===== src/rtl/ring_osc_meter.sv =====
// Ring oscillator controller and frequency meter: gates the oscillator on, synchronises
// its output, counts rising edges over a programmable window, and hands off via valid/ack.
module ring_osc_meter #(
  parameter int WARMUP_CYCLES = 16,
  parameter int GATE_W        = 16,
  parameter int CNT_W         = 16
) (
  input  logic              clk,
  input  logic              resetq,
  input  logic              start,
  input  logic              abort,
  input  logic [GATE_W-1:0] gate_len,
  input  logic              osc_in,
  output logic              osc_en,
  output logic              busy,
  output logic              valid,
  output logic [CNT_W-1:0]  count,
  output logic              ovf,
  input  logic              ack
);

  // Cycle counter must hold both the warmup reload and any gate reload.
  localparam int WU_W  = $clog2(WARMUP_CYCLES + 1);
  localparam int CYC_W = (GATE_W > WU_W) ? GATE_W : WU_W;
  localparam logic [CYC_W-1:0] WARMUP_LOAD = CYC_W'(WARMUP_CYCLES - 1);

  typedef enum logic [1:0] {
    IDLE    = 2'd0,
    WARMUP  = 2'd1,
    MEASURE = 2'd2,
    DONE    = 2'd3
  } state_t;

  state_t            state_q;
  logic [GATE_W-1:0] gate_q;
  logic [CYC_W-1:0]  cyc_q;
  logic [CNT_W-1:0]  cnt_q;
  logic              ovf_q;
  logic              osc_en_q;
  logic              busy_q;
  logic              valid_q;
  logic              s1_q, s2_q, s3_q;

  logic [GATE_W-1:0] gate_d;
  logic [GATE_W-1:0] gate_m1;
  logic              rise;
  logic              cyc_zero;
  logic              cnt_full;

  always_comb begin
    gate_d   = (gate_len == '0) ? GATE_W'(1) : gate_len;
    gate_m1  = gate_q - GATE_W'(1);
    rise     = s2_q & ~s3_q;
    cyc_zero = (cyc_q == '0);
    cnt_full = &cnt_q;
  end

  // Free-running synchroniser plus history flop; runs regardless of state.
  always_ff @(posedge clk or negedge resetq) begin
    if (!resetq) begin
      s1_q <= 1'b0;
      s2_q <= 1'b0;
      s3_q <= 1'b0;
    end else begin
      s1_q <= osc_in;
      s2_q <= s1_q;
      s3_q <= s2_q;
    end
  end

  always_ff @(posedge clk or negedge resetq) begin
    if (!resetq) begin
      state_q  <= IDLE;
      gate_q   <= '0;
      cyc_q    <= '0;
      cnt_q    <= '0;
      ovf_q    <= 1'b0;
      osc_en_q <= 1'b0;
      busy_q   <= 1'b0;
      valid_q  <= 1'b0;
    end else if (abort) begin
      state_q  <= IDLE;
      osc_en_q <= 1'b0;
      busy_q   <= 1'b0;
      valid_q  <= 1'b0;
    end else begin
      case (state_q)
        IDLE: begin
          if (start) begin
            gate_q   <= gate_d;
            cnt_q    <= '0;
            ovf_q    <= 1'b0;
            cyc_q    <= WARMUP_LOAD;
            state_q  <= WARMUP;
            osc_en_q <= 1'b1;
            busy_q   <= 1'b1;
          end
        end
        WARMUP: begin
          if (cyc_zero) begin
            cyc_q   <= CYC_W'(gate_m1);
            state_q <= MEASURE;
          end else begin
            cyc_q <= cyc_q - CYC_W'(1);
          end
        end
        MEASURE: begin
          if (rise) begin
            if (cnt_full) ovf_q <= 1'b1;
            else          cnt_q <= cnt_q + CNT_W'(1);
          end
          if (cyc_zero) begin
            state_q  <= DONE;
            osc_en_q <= 1'b0;
            busy_q   <= 1'b0;
            valid_q  <= 1'b1;
          end else begin
            cyc_q <= cyc_q - CYC_W'(1);
          end
        end
        DONE: begin
          if (ack) begin
            state_q <= IDLE;
            valid_q <= 1'b0;
          end
        end
        default: begin
          state_q  <= IDLE;
          osc_en_q <= 1'b0;
          busy_q   <= 1'b0;
          valid_q  <= 1'b0;
        end
      endcase
    end
  end

  assign osc_en = osc_en_q;
  assign busy   = busy_q;
  assign valid  = valid_q;
  assign count  = cnt_q;
  assign ovf    = ovf_q;

endmodule


===== config.mk =====
export PLATFORM = sky130hd
export DESIGN_NAME = ring_osc_meter
export DESIGN_NICKNAME = d
export VERILOG_FILES = /design/src/rtl/ring_osc_meter.sv
export SDC_FILE = /design/constraint.sdc
export NUM_CORES = 1
export LEC_CHECK = 0
export ABC_AREA = 1
export BUFFER_PORTS_ARGS = -buffer_cell sky130_fd_sc_hd__buf_2
export CORE_ASPECT_RATIO = 1.75
export CORE_MARGIN = 1
export CORE_UTILIZATION = 53
export DETAILED_ROUTE_END_ITERATION = 10
export PLACE_DENSITY = 0.73
export REMOVE_ABC_BUFFERS = 1
export SLEW_MARGIN = 20
export SYNTH_ARGS = -nofsm -noshare
export SYNTH_HDL_FRONTEND = slang
export SYNTH_SLANG_ARGS = --single-unit

===== constraint.sdc =====
create_clock -name clk -period 1.9 [get_ports clk]
set_clock_uncertainty 0.1 [all_clocks]
set_input_delay 0.19 -clock clk [delete_from_list [all_inputs] [get_ports clk]]
set_output_delay 0.19 -clock clk [all_outputs]
set_load 0.03 [all_outputs]

# Word level (Yosys, flattened, before mapping)
# Index checks and enable logic that the tools add are counted.
op_classes:
  eq_ne: 12
  mux: 27
  n_reduce_logical: 15
  n_addsub: 3
  bitwise: 3
ops:
  columns: ["cell", "n"]
  rows:
  - ["16-bit 2-to-1 mux", 7]
  - ["16-bit one-hot mux with 3 select lines", 1]
  - ["16-bit zero test", 2]
  - ["16-bit one-hot mux with 2 select lines", 1]
  - ["16-bit by 1-bit subtractor with 16-bit output, second input constant", 2]
  - ["16-bit by 1-bit adder with 16-bit output, second input constant", 1]
  - ["16-bit AND reduction", 1]
  - ["3-bit inequality test, second input constant", 4]
  - ["2-bit 2-to-1 mux", 5]
  - ["2-bit inequality test, second input constant", 5]
  - ["5-bit AND reduction", 2]
  - ["1-bit 2-to-1 mux", 9]
  - ["3-bit AND reduction", 3]
  - ["3-bit nonzero test", 3]
  - ["2-bit one-hot mux with 4 select lines", 1]
  - ["4-bit AND reduction", 2]
  - ["1-bit one-hot mux with 2 select lines", 3]
  - ["2-bit == test, second input constant", 2]
  - ["2-bit by 1-bit == test with 1-bit output, second input constant", 1]
  - ["2-bit zero test", 1]
  - ["1-bit NOT", 2]
  - ["2-bit nonzero test", 1]
  - ["1-bit bitwise AND", 1]
totals:
  ff_bits: 56
  word_cells: 70
  out_inout_bits: 20
  input_bits: 22

# Depth between registers and ports, before layout
logic_depth:
  ltp_word: 4
  ltp_mapped: 14
  depth_no_buf: 13

# Worst setup path after synthesis
# Ideal clock, no wire load.
synth_timing:
  path_kind: "flip-flop to flip-flop"
  from: "reg cnt_q[0], in the netlist count[0]"
  to: "reg cnt_q[10], in the netlist count[10]"
  setup_time_ns: 0.117
  synth_period_minus_slack_ns: 1.936
  required_time_ns: 1.683
  path_buffers: 1
  arrival_time_ns: 1.718
  setup_slack_ns: -0.036
  stages_incl_launch_ff: 10
  path_cell_list: "dfrtp_1 -> ha_1 -> nand2_1 -> nor3_4 -> nand4_2 -> nand3b_4 -> inv_2 -> buf_6 -> nand2_1 -> nand2_1"
synth_via:
  elab_chain_cells: 4
  elab_cells_between_ends: 7
  classes_between: "add/sub (1); eq/ne (1); mux (3); reduce/logical (2)"
synth_rtl:
  columns: ["element", "line", "rtl"]
  rows:
  - ["from (decl)", "37", "logic [CNT_W-1:0] cnt_q;"]
  - ["from (signal assigned)", "110", "else cnt_q <= cnt_q + CNT_W'(1);"]
  - ["16-bit by 1-bit adder with 16-bit output", "110", null]
  - ["16-bit 2-to-1 mux", "109", "if (cnt_full) ovf_q <= 1'b1;"]
  - ["16-bit 2-to-1 mux", "108", "if (rise) begin"]
  - ["16-bit one-hot mux with 2 select lines", "87", "case (state_q)"]
# Several ways; a longest one is shown, not always the timed one. The select of a mux whose other input is x is not followed.
# A chain may end at the register's enable or synchronous reset.

# Worst setup path after layout
layout_timing:
  from: "reg cyc_q[1]"
  to: "reg cyc_q[11]"
layout_via:
  elab_chain_cells: 3
  elab_cells_between_ends: 7
  classes_between: "add/sub (1); eq/ne (1); mux (3); reduce/logical (2)"
layout_rtl:
  columns: ["element", "line", "rtl"]
  rows:
  - ["from (decl)", "36", "logic [CYC_W-1:0] cyc_q;"]
  - ["from (signal assigned)", "101", "cyc_q <= CYC_W'(gate_m1);"]
  - ["from (signal assigned)", "104", "cyc_q <= cyc_q - CYC_W'(1);"]
  - ["from (signal assigned)", "118", "cyc_q <= cyc_q - CYC_W'(1);"]
  - ["16-bit by 1-bit subtractor with 16-bit output or 16-bit zero test (tied branches)", "104, 118, 54", null]
  - ["16-bit 2-to-1 mux, or another cell as far along", "112", "if (cyc_zero) begin"]
  - ["16-bit one-hot mux with 3 select lines or 4-bit AND reduction (tied branches)", null, null]
# Several ways; a longest one is shown, not always the timed one. The select of a mux whose other input is x is not followed.

==> impl_metrics.yaml <==
run_status:
  status: "finished clean"
clock_tree:
  root_buffer: "clkbuf_16"
  cts_htree_levels: 2
  cts_made_buffers: 5
  clk_pin_slew_worst_paths_ns: 0.07
  clkLatencyLatePin_ns: 0.29
  cts_sinks: 56
  cts_buffer_depth: 2
  tritoncts: "done"
floorplanning:
  dieWidth_um: 64.9
  die-area_um2: 7270
  initial_core_util_pct: 55.7
  dieHeight_um: 112
  num_rows: 39
  ios: 42
  core_um2: 6590
yosys:
  ys_ff_latch: 56
  synth.distinct_cells: 31
  synth_area_um2: 3670
  synth_cells: 538
  synth.avg_cell_area_um2: 6.81
  yosys_warnings: 0
  yosysSeqAreaShare_pct: 38.2
global_route:
  gr-usage-met3_pct: 3.25
  grt_busiest_layer: "met2"
  grt_util_met1_pct: 25.8
  use_met2_pct: 52.4
  grt_usage_pct: 26.9
  overflow: 0
  grt_antenna_before_repair: 0
  first_global_vias: 3493
  grt_max_degree: 31
  grt_pass1_wl_um: 15100
finish:
  layout_common_cells: "nand2_1, nor2_1, dfrtp_1, inv_1, buf_2"
  diodes: 0
  drive_above_1_share_pct: 17.7
  syn2layout_area_growth_pct: 19.7
  final_common_cell: "nand2_1"
  final_nets: 636
route:
  antenna_left: 0
  first_pass_iters: 4
  vias: 3643
  wl_per_cell_um: 13.3
  drtIter0Drc: 183
  drc: 0
  wirelength_um: 9180
  avgViaCountPerCell: 5.30
timing:
  setup_viol: 0
  max_freq_ghz: 0.547
  slew_headroom_pct: 70.2
  fin_crit_sh_pct: 96.2
  maxSlewViolCount: 0
  whs_ns: 0.0158
  tns_ns: 0
  min_period_ns: 1.83
  final_hold_viol_count: 0
  grt_setup_unrepaired: "true"
  worst_pin_slew_ns: 0.443
min_path:
  min_from: "gate_len[3]"
  hold_depth: 3
  min_to: "gate_q[3]"
  hp-class: "in -> reg"
power:
  vdd_drop_max_uv: 873
  power_density_nw_per_um2: 1030
  leakagePower_nw: 2.24
setup_path:
  r2r-end: "cyc_q[11]"
  critPathKind: "reg -> reg"
  ff2ff_path_depth: 12
  cp.arrival_ns: 1.96
  endpoint_kind: "register"
  cp-start-kind: "register"
  reg2reg_slack_ns: 0.07
  r2r-start: "cyc_q[1]"
  path_max_fanout: 12
  critical_path_required_ns: 2.03
placement:
  port_buffers: 41
  hpwl_um: 7250
  place.gp.congestion: 0.983
flow_run:
  maxCapViolCount: 0
-- cells in the mapped netlist (all sizes together) --
master    n  area, um2
xor2     19        166
nor3      8       56.3
a21oi     9       45.0
nor2     83        324
or2       2       12.5
buf       5       33.8
dfrtp    56       1400
nand2   189        709
clkinv    1       3.75
a31o      1       8.76
o21bai    1       7.51
nand4    10       68.8
a22oi     1       7.51
nor4      4       25.0
inv      51        191
clkbuf    5       18.8
nand3    36        180
ha        9        113
o211ai    3       22.5
o21ai    36        180
xnor2     8       70.1
nand3b    1       20.0
-- power by group --
group / switching, mW / internal (mW) / total (mW)
logic: 1.25 / 0.660 / 1.91
clock network: 0.412 / 0.527 / 0.939
registers: 0.214 / 1.44 / 1.65
-- metal layers --
| metal | routed length [um] | part of all wire, % |
|---|---|---|
| met5 | 0 | 0 |
| met4 | 473 | 5.2 |
| met1 | 3260 | 36 |
| met3 | 241 | 2.6 |
| met2 | 5210 | 57 |
-- cell families (layout without fill, tap and decap cells) --
kind of cell             after synthesis  count (layout)  synth area share, %
flip-flops                            56              56                 38.2
AO/OA/AOI/OAI                         51              51                 7.41
buffers and inverters                 62             130                 6.76
XOR/XNOR                              27              27                 6.45
AND/OR/NAND/NOR                      333             333                 38.1
adder cells (fa/ha/maj)                9               9                 3.07
-- final cells by class --
class	instances	area, um2
Inverter	52	198
Tap cell	82	103
Fill cell	619	2200
Sequential cell	56	1400
Multi-Input combinational cell	420	2070
Timing Repair Buffer	70	469
Clock buffer	8	146
-- metrics by stage --
| step | area [um2] | power [mW] | util (%) | setup WS (ns) | instances |
|---|---|---|---|---|---|
| 6_report | 4390 | 4.50 | 66.6 | 0.0715 | 688 |
| 5_1_grt | 4390 | 4.84 | 66.6 | -0.0872 | 688 |
| 4_1_cts | 4300 | 4.44 | 65.3 | 0.00868 | 685 |
| 3_5_place_dp | 4130 | 3.48 | 62.7 | -0.0542 | 675 |
| 3_3_place_gp | 4130 | 3.44 | 62.7 | 0.0312 | 675 |
| 2_1_floorplan | 3610 | 2.87 | - | -0.777 | 528 |
-- worst max-delay path, cell delays in order (launching register included) --
cell,delay (ns)
dfrtp_1,0.40
inv_2,0.07
ha_2,0.16
inv_1,0.04
nor2_1,0.08
nand2_1,0.08
nor2_2,0.16
nand3_1,0.12
buf_4,0.17
nand2_2,0.09
buf_6,0.16
nand2_1,0.07
nand2_1,0.07
-- timing repair --
item	4_1_cts	5_1_grt
setup endpoints to repair	9	32
hold buffers	2	0
gates resized for setup	1	20
endpoints found under the hold margin	57	0
pin swaps	0	5
setup buffers	0	3
-- state kept, by name (all words and copies together) (netlist names) --
register and cells:
gate_q 16, cyc_q 16, s3_q 1, s1_q 1, state_q 2, valid 1
s2_q 1, busy 1, ovf 1, count 16
-- how the worst max path moves through the flow --
stage / cells after the start / to / from / slack, ns
after global placement: 10 / cyc_q[9] / cyc_q[9] / 0.03
after CTS: 9 / cyc_q[11] / state_q[1] / 0.009
after detailed placement: 10 / cyc_q[6] / cyc_q[9] / -0.05
after floorplan: 7 / gate_q[0] / state_q[0] / -0.78
after global routing: 12 / cyc_q[3] / cyc_q[1] / -0.09
final: 12 / cyc_q[11] / cyc_q[1] / 0.07
Power figures use the tool's default switching activity.
